$ cat src/rtl/cv32e40p_x_acc_adapter.sv
// Offload adapter for a small custom accelerator on the CV32E40P X interface.
// Accepted instructions are queued in a FIFO and executed one at a time,
// either in a fixed-latency ALU (ADD/XOR) or through the xmem channel (LW/SW).
// Results come back to the core in offload order.

package cv32e40p_x_acc_pkg;
  typedef enum logic {
    READ  = 1'b0,
    WRITE = 1'b1
  } mem_req_type_e;
endpackage

module cv32e40p_x_acc_adapter
  import cv32e40p_x_acc_pkg::*;
#(
  parameter int unsigned FIFO_DEPTH   = 2,
  parameter int unsigned EXEC_LATENCY = 3
) (
  input  logic                 clk_i,
  input  logic                 rst_ni,
  input  logic                 x_valid_i,
  output logic                 x_ready_o,
  input  logic [31:0]          x_instr_i,
  input  logic [2:0][31:0]     x_rs_i,
  input  logic [2:0]           x_rs_valid_i,
  input  logic                 x_rd_clean_i,
  output logic                 x_accept_o,
  output logic                 x_writeback_o,
  output logic                 x_is_mem_op_o,
  output logic                 xmem_valid_o,
  input  logic                 xmem_ready_i,
  output mem_req_type_e        xmem_req_type_o,
  output logic [31:0]          xmem_addr_o,
  output logic [31:0]          xmem_wdata_o,
  output logic                 xmem_endoftransaction_o,
  input  logic                 xmem_rvalid_i,
  output logic                 xmem_rready_o,
  input  logic [31:0]          xmem_rdata_i,
  input  logic                 xmem_status_i,
  output logic                 x_rvalid_o,
  input  logic                 x_rready_i,
  output logic [4:0]           x_rwaddr_o,
  output logic [31:0]          x_rdata_o
);

  localparam logic [6:0] OPCODE = 7'b0001011;
  localparam logic [2:0] F3_ADD = 3'b000;
  localparam logic [2:0] F3_LW  = 3'b010;
  localparam logic [2:0] F3_SW  = 3'b011;
  localparam int unsigned PTR_W = (FIFO_DEPTH > 1) ? $clog2(FIFO_DEPTH) : 1;
  localparam int unsigned CNT_W = (EXEC_LATENCY > 1) ? $clog2(EXEC_LATENCY) : 1;
  localparam int unsigned ENT_W = 3 + 5 + 32 + 32;

  typedef enum logic [2:0] {
    IDLE     = 3'd0,
    EXEC     = 3'd1,
    MEM_REQ  = 3'd2,
    MEM_RESP = 3'd3,
    RESULT   = 3'd4
  } state_e;

  state_e             state_q, state_d;
  logic [ENT_W-1:0]   fifo_q [FIFO_DEPTH];
  logic [PTR_W:0]     wptr_q, rptr_q;
  logic [2:0]         op_q;
  logic [4:0]         rd_q;
  logic [31:0]        a_q, b_q, res_q;
  logic [CNT_W-1:0]   cnt_q;
  logic               err_q;

  logic [2:0]         f3_s;
  logic               supported_s, needs_rs2_s, writes_rd_s;
  logic               full_s, empty_s, push_s, pop_s;
  logic [ENT_W-1:0]   head_s;
  logic               unused_s;

  assign f3_s = x_instr_i[14:12];

  // Decode the offered instruction into accept / writeback / memory flags.
  always_comb begin
    supported_s   = (x_instr_i[6:0] == OPCODE) && (f3_s[2] == 1'b0);
    needs_rs2_s   = (f3_s != F3_LW);
    writes_rd_s   = supported_s && (f3_s != F3_SW);
    x_accept_o    = supported_s;
    x_writeback_o = writes_rd_s;
    x_is_mem_op_o = supported_s && f3_s[1];
  end

  // Handshake: unsupported ops are rejected at once, supported ones wait for room and operands.
  always_comb begin
    x_ready_o = 1'b1;
    if (supported_s) begin
      x_ready_o = !full_s && x_rs_valid_i[0] && (x_rs_valid_i[1] || !needs_rs2_s) &&
                  (x_rd_clean_i || !writes_rd_s);
    end else begin
      x_ready_o = 1'b1;
    end
  end

  assign full_s  = (wptr_q[PTR_W] != rptr_q[PTR_W]) && (wptr_q[PTR_W-1:0] == rptr_q[PTR_W-1:0]);
  assign empty_s = (wptr_q == rptr_q);
  assign push_s  = x_valid_i && x_ready_o && x_accept_o;
  assign pop_s   = (state_q == IDLE) && !empty_s;
  assign head_s  = fifo_q[rptr_q[PTR_W-1:0]];

  // Instruction FIFO storage and wrap-around pointers with an extra lap bit.
  always_ff @(posedge clk_i or negedge rst_ni) begin
    if (!rst_ni) begin
      wptr_q <= '0;
      rptr_q <= '0;
      for (int i = 0; i < int'(FIFO_DEPTH); i++) begin
        fifo_q[i] <= '0;
      end
    end else begin
      if (push_s) begin
        fifo_q[wptr_q[PTR_W-1:0]] <= {f3_s, x_instr_i[11:7], x_rs_i[0], x_rs_i[1]};
        wptr_q <= wptr_q + 1'b1;
      end
      if (pop_s) begin
        rptr_q <= rptr_q + 1'b1;
      end
    end
  end

  // FSM state register.
  always_ff @(posedge clk_i or negedge rst_ni) begin
    if (!rst_ni) begin
      state_q <= IDLE;
    end else begin
      state_q <= state_d;
    end
  end

  // Next-state logic and state-decoded handshake outputs.
  always_comb begin
    state_d                 = state_q;
    xmem_valid_o            = 1'b0;
    xmem_rready_o           = 1'b0;
    xmem_endoftransaction_o = 1'b0;
    x_rvalid_o              = 1'b0;
    case (state_q)
      IDLE: begin
        if (!empty_s) begin
          state_d = head_s[ENT_W-2] ? MEM_REQ : EXEC;
        end else begin
          state_d = IDLE;
        end
      end
      EXEC: begin
        if (cnt_q == '0) begin
          state_d = RESULT;
        end else begin
          state_d = EXEC;
        end
      end
      MEM_REQ: begin
        xmem_valid_o            = 1'b1;
        xmem_endoftransaction_o = 1'b1;
        if (xmem_ready_i) begin
          state_d = MEM_RESP;
        end else begin
          state_d = MEM_REQ;
        end
      end
      MEM_RESP: begin
        xmem_rready_o = 1'b1;
        if (xmem_rvalid_i) begin
          state_d = (xmem_status_i && (op_q == F3_LW)) ? RESULT : IDLE;
        end else begin
          state_d = MEM_RESP;
        end
      end
      RESULT: begin
        x_rvalid_o = 1'b1;
        if (x_rready_i) begin
          state_d = IDLE;
        end else begin
          state_d = RESULT;
        end
      end
      default: begin
        state_d = IDLE;
      end
    endcase
  end

  // Working registers: load on pop, count down in EXEC, capture ALU or load result.
  always_ff @(posedge clk_i or negedge rst_ni) begin
    if (!rst_ni) begin
      op_q  <= '0;
      rd_q  <= '0;
      a_q   <= '0;
      b_q   <= '0;
      res_q <= '0;
      cnt_q <= '0;
      err_q <= 1'b0;
    end else begin
      case (state_q)
        IDLE: begin
          if (!empty_s) begin
            op_q  <= head_s[ENT_W-1 -: 3];
            rd_q  <= head_s[ENT_W-4 -: 5];
            a_q   <= head_s[63:32];
            b_q   <= head_s[31:0];
            cnt_q <= CNT_W'(EXEC_LATENCY - 1);
          end
        end
        EXEC: begin
          if (cnt_q == '0) begin
            res_q <= (op_q == F3_ADD) ? (a_q + b_q) : (a_q ^ b_q);
          end else begin
            cnt_q <= cnt_q - CNT_W'(1);
          end
        end
        MEM_RESP: begin
          if (xmem_rvalid_i) begin
            if (!xmem_status_i) begin
              err_q <= 1'b1;
            end else if (op_q == F3_LW) begin
              res_q <= xmem_rdata_i;
            end
          end
        end
        default: begin
        end
      endcase
    end
  end

  assign xmem_req_type_o = (op_q == F3_SW) ? WRITE : READ;
  assign xmem_addr_o     = a_q;
  assign xmem_wdata_o    = b_q;
  assign x_rwaddr_o      = rd_q;
  assign x_rdata_o       = res_q;

  // Operand slot 3, its valid flag and upper instruction bits are not used by this accelerator.
  assign unused_s = ^{x_instr_i[31:15], x_rs_i[2], x_rs_valid_i[2], err_q};

endmodule

$ cat config.mk
export PLATFORM = sky130hd
export DESIGN_NAME = cv32e40p_x_acc_adapter
export DESIGN_NICKNAME = d
export VERILOG_FILES = /design/src/rtl/cv32e40p_x_acc_adapter.sv
export SDC_FILE = /design/constraint.sdc
export NUM_CORES = 1
export LEC_CHECK = 0
export CAP_MARGIN = 40
export CORE_MARGIN = 10
export CORE_UTILIZATION = 50
export CTS_BUF_LIST = sky130_fd_sc_hd__clkbuf_4 sky130_fd_sc_hd__clkbuf_8
export DETAILED_ROUTE_END_ITERATION = 8
export PLACE_DENSITY = 0.8
export SLEW_MARGIN = 20
export SYNTH_ARGS = -nofsm -noshare
export SYNTH_HDL_FRONTEND = slang
export SYNTH_SLANG_ARGS = --single-unit
$ cat constraint.sdc
create_clock -name clk_i -period 2.8 [get_ports clk_i]
set_clock_uncertainty 0.05 [all_clocks]
set_input_delay 0.42 -clock clk_i [delete_from_list [all_inputs] [get_ports clk_i]]
set_output_delay 0.42 -clock clk_i [all_outputs]
set_load 0.01 [all_outputs]
==> run summary, run 1 <==
The flow ran to the end, and the final reports show no timing, DRC or antenna violations. The number of placed instances, taps included, is 1663. The buffer levels on the longest clock path came out at 3. The pin slew with the least headroom to its limit is 736 ps. The critical path goes through ha_1 > a21oi_1 > nand4b_1 > a211oi_2 > o21ai_1 > o22a_1 > o31ai_2 > xnor2_1 > o22ai_1. The total power divided by cell area is around 620 nW/um^2. The sequential cell area is 6440 sq um. Entering global routing, the biggest net connects 89 pins. The global-route usage over all layers is 0.212. Of the cells placed in the final design, the portion with a size suffix greater than 1 is 0.209.

The weighted congestion at the end of routability-driven global placement came out at around 0.89. The final count of hold timing violations is 0. The worst setup path is of the flip-flop to flip-flop kind. The layout net count is roughly 1600. The number of vias per cell after detailed routing came out at 5.53.

The total grt overflow came out at 0. The commonest non-fill, non-tap cell in the layout is sky130_fd_sc_hd__dfrtp_1. TritonCTS built the clock tree. The routed design uses 2300 um of met3 wire.

The number of buffers created by CTS is between 40 and 50. The post-CTS repair timing setup buffer count came out at 0. Across all hold checks on the routed design, the worst slack comes to about 380 ps. The number of core rows came out at 57.

The leakage power came out at around 7.6 nW. The post-detailed-route count of antenna-violating nets came out at 0. The initial antenna violation count is 0.

The starting density of the core came out at 0.509. At the placement stage, the worst setup path has a slack of -87.0 ps. The half-perimeter wire length of the detailed placement result came out at 25200 um. The data arrival at the endpoint of the critical path is around 3000 ps. The clock insertion delay at the later pin of the skew report came out at approximately 540 ps. The number of pins exceeding their max-slew limit in the final report came out at 0.

The number of antenna diodes in the final layout is 0. The vertical die dimension is 177 um. The count of routing violations after the opening detailed-route iteration came out at 726. The overall power came out at 10.2 mW. The count of maximum capacitance violations is 0.

The number of filler instances in the final layout is 1834. Headroom to the max-slew limit came out at 0.509. The count of endpoints failing setup in the final report is 0. The total placed instance area came out at 15400 sq um. The worst voltage drop across the vdd grid is between 0.0007 and 0.0008 V. The via count of the first global-routing pass came out at between 9000 and 10000.

The routed via count is 9625. The instance count of the mapped netlist is 1116. Static timing analysis puts the maximum clock frequency at 0.370 GHz. The distinct cell type count of the synthesized netlist is 63.

After layout, the worst setup slack is 96.1 ps. The cell chosen for the clock root is sky130_fd_sc_hd__clkbuf_8. In this run the cell area of the synthesized design comes to 12400 sq um. For this run, the register share of the synthesized area comes to 0.520. For the finished layout, the period the worst path requires is 2700 ps. The final worst-path cycle share is 0.966. On the critical path, the stage with the largest delay is an instance of sky130_fd_sc_hd__dfrtp_2. The count of flip-flops with a built-in enable after synthesis is 0. The share of synthesized registers carrying an async set or reset came out at 1.00.

STA classifies the critical path endpoint as a flip-flop. The die area came out at 31400 sq um. The uppermost layer routed is met4. The combined area of the multi-input logic cells came out at between 5000 and 6000 sq um.

After detailed routing, the average wire length per cell comes to 19.8 um. The I/O pin count came out at around 280. Counting every net in the synthesized netlist gives around 1300. The iteration count of the initial detailed-routing pass came out at 7. In the synthesized netlist the dominant register cell turns out to be sky130_fd_sc_hd__dfrtp_1.

The total core area is 24300 sq um. The detailed-route DRC error count came out at 0. The clock-pin slew of the registers on the worst-case setup and hold paths came out at 70 ps.

The largest single stage delay on the critical path is 450 ps. The routed wire length on met2 is 16100 um. The class of the tightest hold or removal check is input port to asynchronous set/reset pin. The area growth from synthesis to layout is 32.8%. The final instance area came out at roughly 16000 sq um. STA classifies the critical path startpoint as a flip-flop.

After detailed routing, the total wire length is 34400 um. The count of H-tree levels built during CTS is 2. The count of warnings emitted by yosys is 0.

The die span in x is 177 um. In this run the worst path has a maximum fanout of 4. The wire length on met1 is 15300 um. The number of port buffers came out at 230. The number of sinks on the clock net is approximately 260. After routing, the total negative slack on setup checks comes to 0 ps. The first global-routing pass estimated 53800 um of wire.

The final design utilization came out at 0.676. Leaving out fill and tap cells, the most frequent cells in the layout are sky130_fd_sc_hd__dfrtp_1, sky130_fd_sc_hd__clkdlybuf4s50_1, sky130_fd_sc_hd__mux2_2, sky130_fd_sc_hd__nand2_1, sky130_fd_sc_hd__o21ai_0. Data on the critical path is required at its endpoint by 3150 ps. The average footprint of a synthesized cell came out at around 11 sq um. The number of synthesized register bits is 257. The post-route non-filler standard cell count is between 1500 and 2000.
## Yosys cell counts, types with 2 or more instances
library cell / count / share of area
sky130_fd_sc_hd__dfrtp_1: 257 / 0.52
sky130_fd_sc_hd__nand3_1: 9 / 0.0036
sky130_fd_sc_hd__or4_1: 3 / 0.0018
sky130_fd_sc_hd__mux2i_1: 73 / 0.059
sky130_fd_sc_hd__nand3b_1: 2 / 0.0012
sky130_fd_sc_hd__buf_1: 9 / 0.0027
sky130_fd_sc_hd__nand4_1: 9 / 0.0045
sky130_fd_sc_hd__o21ai_1: 3 / 0.0012
sky130_fd_sc_hd__nor2_1: 52 / 0.016
sky130_fd_sc_hd__and3_1: 5 / 0.0025
sky130_fd_sc_hd__or3_1: 5 / 0.0025
sky130_fd_sc_hd__mux2_1: 18 / 0.016
sky130_fd_sc_hd__nand4b_1: 3 / 0.0021
sky130_fd_sc_hd__nor2b_1: 5 / 0.0025
sky130_fd_sc_hd__a31oi_1: 4 / 0.0020
sky130_fd_sc_hd__nor3_1: 3 / 0.0012
sky130_fd_sc_hd__o21bai_1: 5 / 0.0030
sky130_fd_sc_hd__xor2_1: 11 / 0.0078
sky130_fd_sc_hd__nor3b_1: 3 / 0.0018
sky130_fd_sc_hd__o22ai_1: 8 / 0.0040
sky130_fd_sc_hd__nand2_1: 123 / 0.037
sky130_fd_sc_hd__a211oi_1: 8 / 0.0049
sky130_fd_sc_hd__a21o_1: 6 / 0.0036
sky130_fd_sc_hd__o31ai_1: 4 / 0.0024
sky130_fd_sc_hd__nand2b_1: 3 / 0.0015
sky130_fd_sc_hd__o21ai_0: 124 / 0.050
sky130_fd_sc_hd__o211ai_1: 4 / 0.0024
sky130_fd_sc_hd__mux2_2: 125 / 0.11
sky130_fd_sc_hd__ha_1: 32 / 0.032
sky130_fd_sc_hd__a21oi_1: 68 / 0.028
sky130_fd_sc_hd__o21a_1: 5 / 0.0030
sky130_fd_sc_hd__buf_2: 20 / 0.0081
sky130_fd_sc_hd__a22oi_1: 5 / 0.0030
sky130_fd_sc_hd__and2_1: 3 / 0.0015
sky130_fd_sc_hd__xnor2_1: 22 / 0.016
sky130_fd_sc_hd__inv_1: 10 / 0.0030
sky130_fd_sc_hd__clkbuf_1: 38 / 0.012
sky130_fd_sc_hd__o221ai_1: 2 / 0.0014
sky130_fd_sc_hd__nor2_2: 3 / 0.0015
## layout make-up
| cell class | count | share of cell area |
|---|---|---|
| Sequential cell | 257 | 0.392 |
| Multi-Input combinational cell | 780 | 0.348 |
| Timing Repair Buffer | 292 | 0.176 |
| Clock buffer | 68 | 0.0505 |
| Tap cell | 324 | 0.0247 |
| Clock inverter | 10 | 0.00655 |
| Inverter | 11 | 0.00251 |
## critical path: cells and delay by family, from the launching register on
family	cells	cell delay, ps
flops	1	450
simple gates	1	310
fa+ha+maj	1	310
compound gates	6	1220
xor+xnor	1	220
## sequential cells by signal, indices dropped and copies added (netlist names)
register      flops
cnt_q             2
fifo_q          144
op_q              3
rptr_q            2
state_q           3
wptr_q            2
x_rdata_o        32
x_rwaddr_o        5
xmem_addr_o      32
xmem_wdata_o     32
## cells by family after synthesis
family,count (synthesis),share of synthesized area
xor+xnor,33,0.0234
flops,257,0.520
compound gates,263,0.123
fa+ha+maj,33,0.0340
buf+inv,79,0.0263
simple gates,235,0.0843
mux,216,0.189
## repair_timing
action | 4_1_cts | 5_1_grt
hold buffers | 1 | 0
pin swaps | 0 | 4
resized for setup | 1 | 22
hold endpoints to repair | 67 | 0
endpoints found under the setup margin | 1 | 9
## worst paths after layout
kind | startpoint | endpoint | slack, ps | cells past startpoint
worst max-delay path | xmem_addr_o[1] | x_rdata_o[31] | 100 | 9
worst min-delay path | rst_ni | xmem_wdata_o[28] | 380 | 2
worst max register to register | xmem_addr_o[1] | x_rdata_o[31] | 100 | 9
worst min register to register | fifo_q[55] | fifo_q[55] | 440 | 1
max in group asynchronous | rst_ni | xmem_addr_o[8] | 1540 | 3
min in group clk_i | xmem_rdata_i[24] | x_rdata_o[24] | 410 | 3
## metal layers
layer | vias to the layer above | track usage
met4 | 0 | 0.0625
met3 | 53 | 0.0484
met5 | - | 0
li1 | 4532 | -
met1 | 4771 | 0.289
met2 | 269 | 0.331
## power by group
| group | leakage [nW] | total, mW | internal (mW) | switching (mW) |
|---|---|---|---|---|
| sequential | 3.54 | 4.11 | 3.95 | 0.165 |
| clock | 0.493 | 3.54 | 2.07 | 1.47 |
| combinational | 3.53 | 2.59 | 1.07 | 1.52 |
| total | 7.57 | 10.2 | 7.09 | 3.16 |
Note: power is estimated with default switching activity, not from simulation.
==> run 2: changes to the inputs <==
--- a/config.mk
+++ b/config.mk
@@ -11,7 +11,6 @@
 export CTS_BUF_LIST = sky130_fd_sc_hd__clkbuf_4 sky130_fd_sc_hd__clkbuf_8
 export DETAILED_ROUTE_END_ITERATION = 8
 export PLACE_DENSITY = 0.8
-export SLEW_MARGIN = 20
 export SYNTH_ARGS = -nofsm -noshare
 export SYNTH_HDL_FRONTEND = slang
 export SYNTH_SLANG_ARGS = --single-unit
==> results of run 2 <==
Final layout, timing and power as in run 1 (identical DEF).
==> run 3: changes to the inputs <==
--- a/config.mk
+++ b/config.mk
@@ -10,7 +10,7 @@
 export CORE_UTILIZATION = 50
 export CTS_BUF_LIST = sky130_fd_sc_hd__clkbuf_4 sky130_fd_sc_hd__clkbuf_8
 export DETAILED_ROUTE_END_ITERATION = 8
-export PLACE_DENSITY = 0.8
+export DONT_BUFFER_PORTS = 1
 export SYNTH_ARGS = -nofsm -noshare
 export SYNTH_HDL_FRONTEND = slang
 export SYNTH_SLANG_ARGS = --single-unit
==> run 3 against run 2 <==
  * First-iteration DRC count fell by 35%
  * The flow now finishes with violations (negative hold slack)
  * Count of clock-buffer cells in the layout unchanged
  * Utilization decreased by 6.3 points
  * Largest power group unchanged
==> run summary, run 3 (synthesized netlist as in run 1, its figures left out) <==
The global-route usage over all layers is 0.204. TritonCTS built the clock tree. The pin count of the biggest net entering global routing came out at 258. The worst register-to-register path has a depth of 9. The fraction of power consumed by combinational cells came out at 0.213. The half-perimeter wire length of the detailed placement result is 23300 um. Dividing the final minimum period by the clock period gives 0.967. The leakage power came out at 7.08 nW. Across all hold checks on the routed design, the worst slack comes to -476 ps. The count of H-tree levels built during CTS came out at 2. The vertical die dimension came out at roughly 180 um. The wire length after detailed routing is ~33000 um.

The root buffer cell chosen for the clock tree is sky130_fd_sc_hd__clkbuf_8. The proportion of power drawn by flip-flops and latches came out at 0.435. In the routed layout, each cell is associated on average with a via count of ~5.5. Of the total power, the share spent switching nets is 0.315. The proportion of layout cells with a drive suffix above 1 is 0.231. The detail route stage leaves a number of antenna-violating nets equal to 0. The worst hold path belongs to the class input port to asynchronous set/reset pin. For this design, the sink count on the clock tree is ~260. In this run the critical register-to-register path is launched from xmem_wdata_o[3]. The clock-pin slew of the registers on the worst-case setup and hold paths came out at around 60 ps.

The flow ran to the end, but the final reports show violations. Based on the critical path, the design can be clocked at up to between 0.3 and 0.4 GHz. At the end of routability-driven placement, the weighted congestion stood at 0.860. The portion of total power attributed to the clock network is 0.352. The total grt overflow came out at 0. After detailed routing, the average wire length per cell comes to approximately 20 um. The total power divided by cell area came out at 655 nW/um^2. STA classifies the critical path endpoint as a flip-flop. The via count of the first global-routing pass came out at 9129. The routed via count is a little under 9000. The die span in x is between 150 and 200 um. The die area came out at 31400 sq um.

Traced cell by cell, the critical path runs through ha_2 > nand3_1 > a211oi_1 > a211oi_1 > buf_4 > o41a_1 > o32ai_2 > xnor2_1 > a221oi_2. In this run, post-CTS hold repair placed 80 buffers. The internal power component came out at between 6 and 7 mW.

The number of buffers created by CTS came out at 44. The setup slack of the worst register-to-register path is 90 ps. The biggest fanout along the worst timing path came out at 6. The data arrival at the endpoint of the critical path is between 3000 and 4000 ps.

The first-pass GRT wire length came out at 51400 um. Once placement completed, the tool counted placed cells totaling 1445. The final reports fail on negative hold slack. The initial antenna violation count is 3.

The post-route non-filler standard cell count is approximately 1600. Across the run, the number of max-cap violations was 0. The largest incremental delay on the critical path came out at 440 ps.

The number of port buffers is 0. The pin slew with the least headroom to its limit is 907 ps. The smallest setup slack after layout is 93.3 ps. The total core area came out at 24300 sq um.

For the finished layout, the period the worst path requires is 2710 ps. The critical path class is flip-flop to flip-flop. The starting density of the core is 0.509.

The iteration count of the initial detailed-routing pass came out at 6. At the later pin of the worst-skew pair, clock insertion delay measures between 500 and 600 ps. Headroom to the max-slew limit came out at 0.395. The buffer levels on the longest clock path came out at 3. For the worst setup path, the data required time is 3200 ps. In the routed design, unresolved DRC markers number 0. The area growth from synthesis to layout came out at 20.4%. The number of pins exceeding their max-slew limit in the final report is 0.

The final count of hold timing violations came out at 257. The placement-stage worst setup slack came out at 74.7 ps. The endpoint identified for the worst register-to-register timing path is x_rdata_o[24].

The commonest non-fill, non-tap cell in the layout is sky130_fd_sc_hd__dfrtp_1. The worst setup path is launched from a flip-flop. The worst voltage drop across the vdd grid came out at 0.000575 V. The count of endpoints failing setup in the final report is 0. The slowest stage of the critical path belongs to the cell sky130_fd_sc_hd__o41a_1. The I/O pin count is 281. The post-CTS repair timing setup buffer count is 0.

Leaving out fill and tap cells, the most frequent cells in the layout are sky130_fd_sc_hd__dfrtp_1, sky130_fd_sc_hd__mux2_2, sky130_fd_sc_hd__o21ai_0, sky130_fd_sc_hd__nand2_1, sky130_fd_sc_hd__dlygate4sd3_1. The count of routing violations after the opening detailed-route iteration is 470. The register with the highest flop count is fifo_q. By instance count, the cell type seen most on the critical path is sky130_fd_sc_hd__a211oi_1. The number of core rows came out at 57.

The net switching component of the power came out at 3.08 mW. The register with the most flip-flops in the layout has 144 of them. The layout net count came out at 1451.
==> run 3: changes by cell type in the layout (fill, tap and decap cells not counted), moves of 3 or more <==
cell | previous run | this run
sky130_fd_sc_hd__a21oi_2 | 4 | 1
sky130_fd_sc_hd__buf_12 | 9 | 6
sky130_fd_sc_hd__dlygate4sd3_1 | 1 | 80
sky130_fd_sc_hd__a21oi_1 | 65 | 68
sky130_fd_sc_hd__buf_4 | 52 | 67
sky130_fd_sc_hd__clkdlybuf4s50_1 | 228 | 0
==> run 3: power by group through the flow <==
stage	Combinational [mW]	Clock (mW)	Sequential, mW
after floorplan	1.43	0	4.20
after global placement	1.94	0	4.31
after detailed placement	1.97	0	4.31
after CTS	2.08	3.53	4.25
after global routing	2.27	3.72	4.27
final	2.08	3.44	4.24
==> run 3: how the worst max path moves through the flow <==
stage                                from       endpoint
after floorplan           xmem_addr_o[11]  x_rdata_o[30]
after global placement    xmem_wdata_o[0]  x_rdata_o[30]
after detailed placement   xmem_addr_o[0]  x_rdata_o[30]
after CTS                  xmem_addr_o[0]  x_rdata_o[30]
after global routing      xmem_wdata_o[3]  x_rdata_o[24]
final                     xmem_wdata_o[3]  x_rdata_o[24]
==> run 3: through the flow <==
| stage | hold WS [ps] | util | total power, mW | TNS, ps | instance area [sq um] |
|---|---|---|---|---|---|
| floorplan | 74.4 | - | 5.64 | 0 | 12400 |
| global placement | 83.8 | 0.541 | 6.25 | 0 | 13200 |
| detailed placement | 85.1 | 0.541 | 6.28 | 0 | 13200 |
| CTS | -501 | 0.611 | 9.85 | 0 | 14900 |
| global route | -512 | 0.613 | 10.3 | -8.58 | 14900 |
| finish | -476 | 0.613 | 9.76 | 0 | 14900 |
==> run 3: routing by layer <==
layer  vias up  GRT usage  share of wire
met5         -          0              0
met4         0     0.0632          0.020
met3        48     0.0635          0.080
met2       273      0.310           0.45
met1      4296      0.275           0.45
li1       4264          -              -
==> run 3: timing repair <==
| action | in CTS | in global routing |
|---|---|---|
| setup endpoints to repair | 0 | 5 |
| resized for setup | 0 | 10 |
| hold endpoints to repair | 408 | 257 |
==> run 3: cell type report <==
cell class,count,area (sq um)
Multi-Input combinational cell,780,5690
Timing Repair Buffer,153,1420
Clock buffer,68,836
Inverter,11,41.3
Antenna cell,2,5.00
Fill cell,2033,9420
Clock inverter,7,65.1
Sequential cell,257,6430
Tap cell,324,405
==> run 3: critical path, delay by kind of cell (launching register included) <==
family	cells	cell delay, ps
adders and majority gates	1	410
and+or+nand+nor	1	150
DFF	1	400
AOI/OAI and AO/OA	5	1310
buffers and inverters	1	160
xor gates and xnor gates	1	150
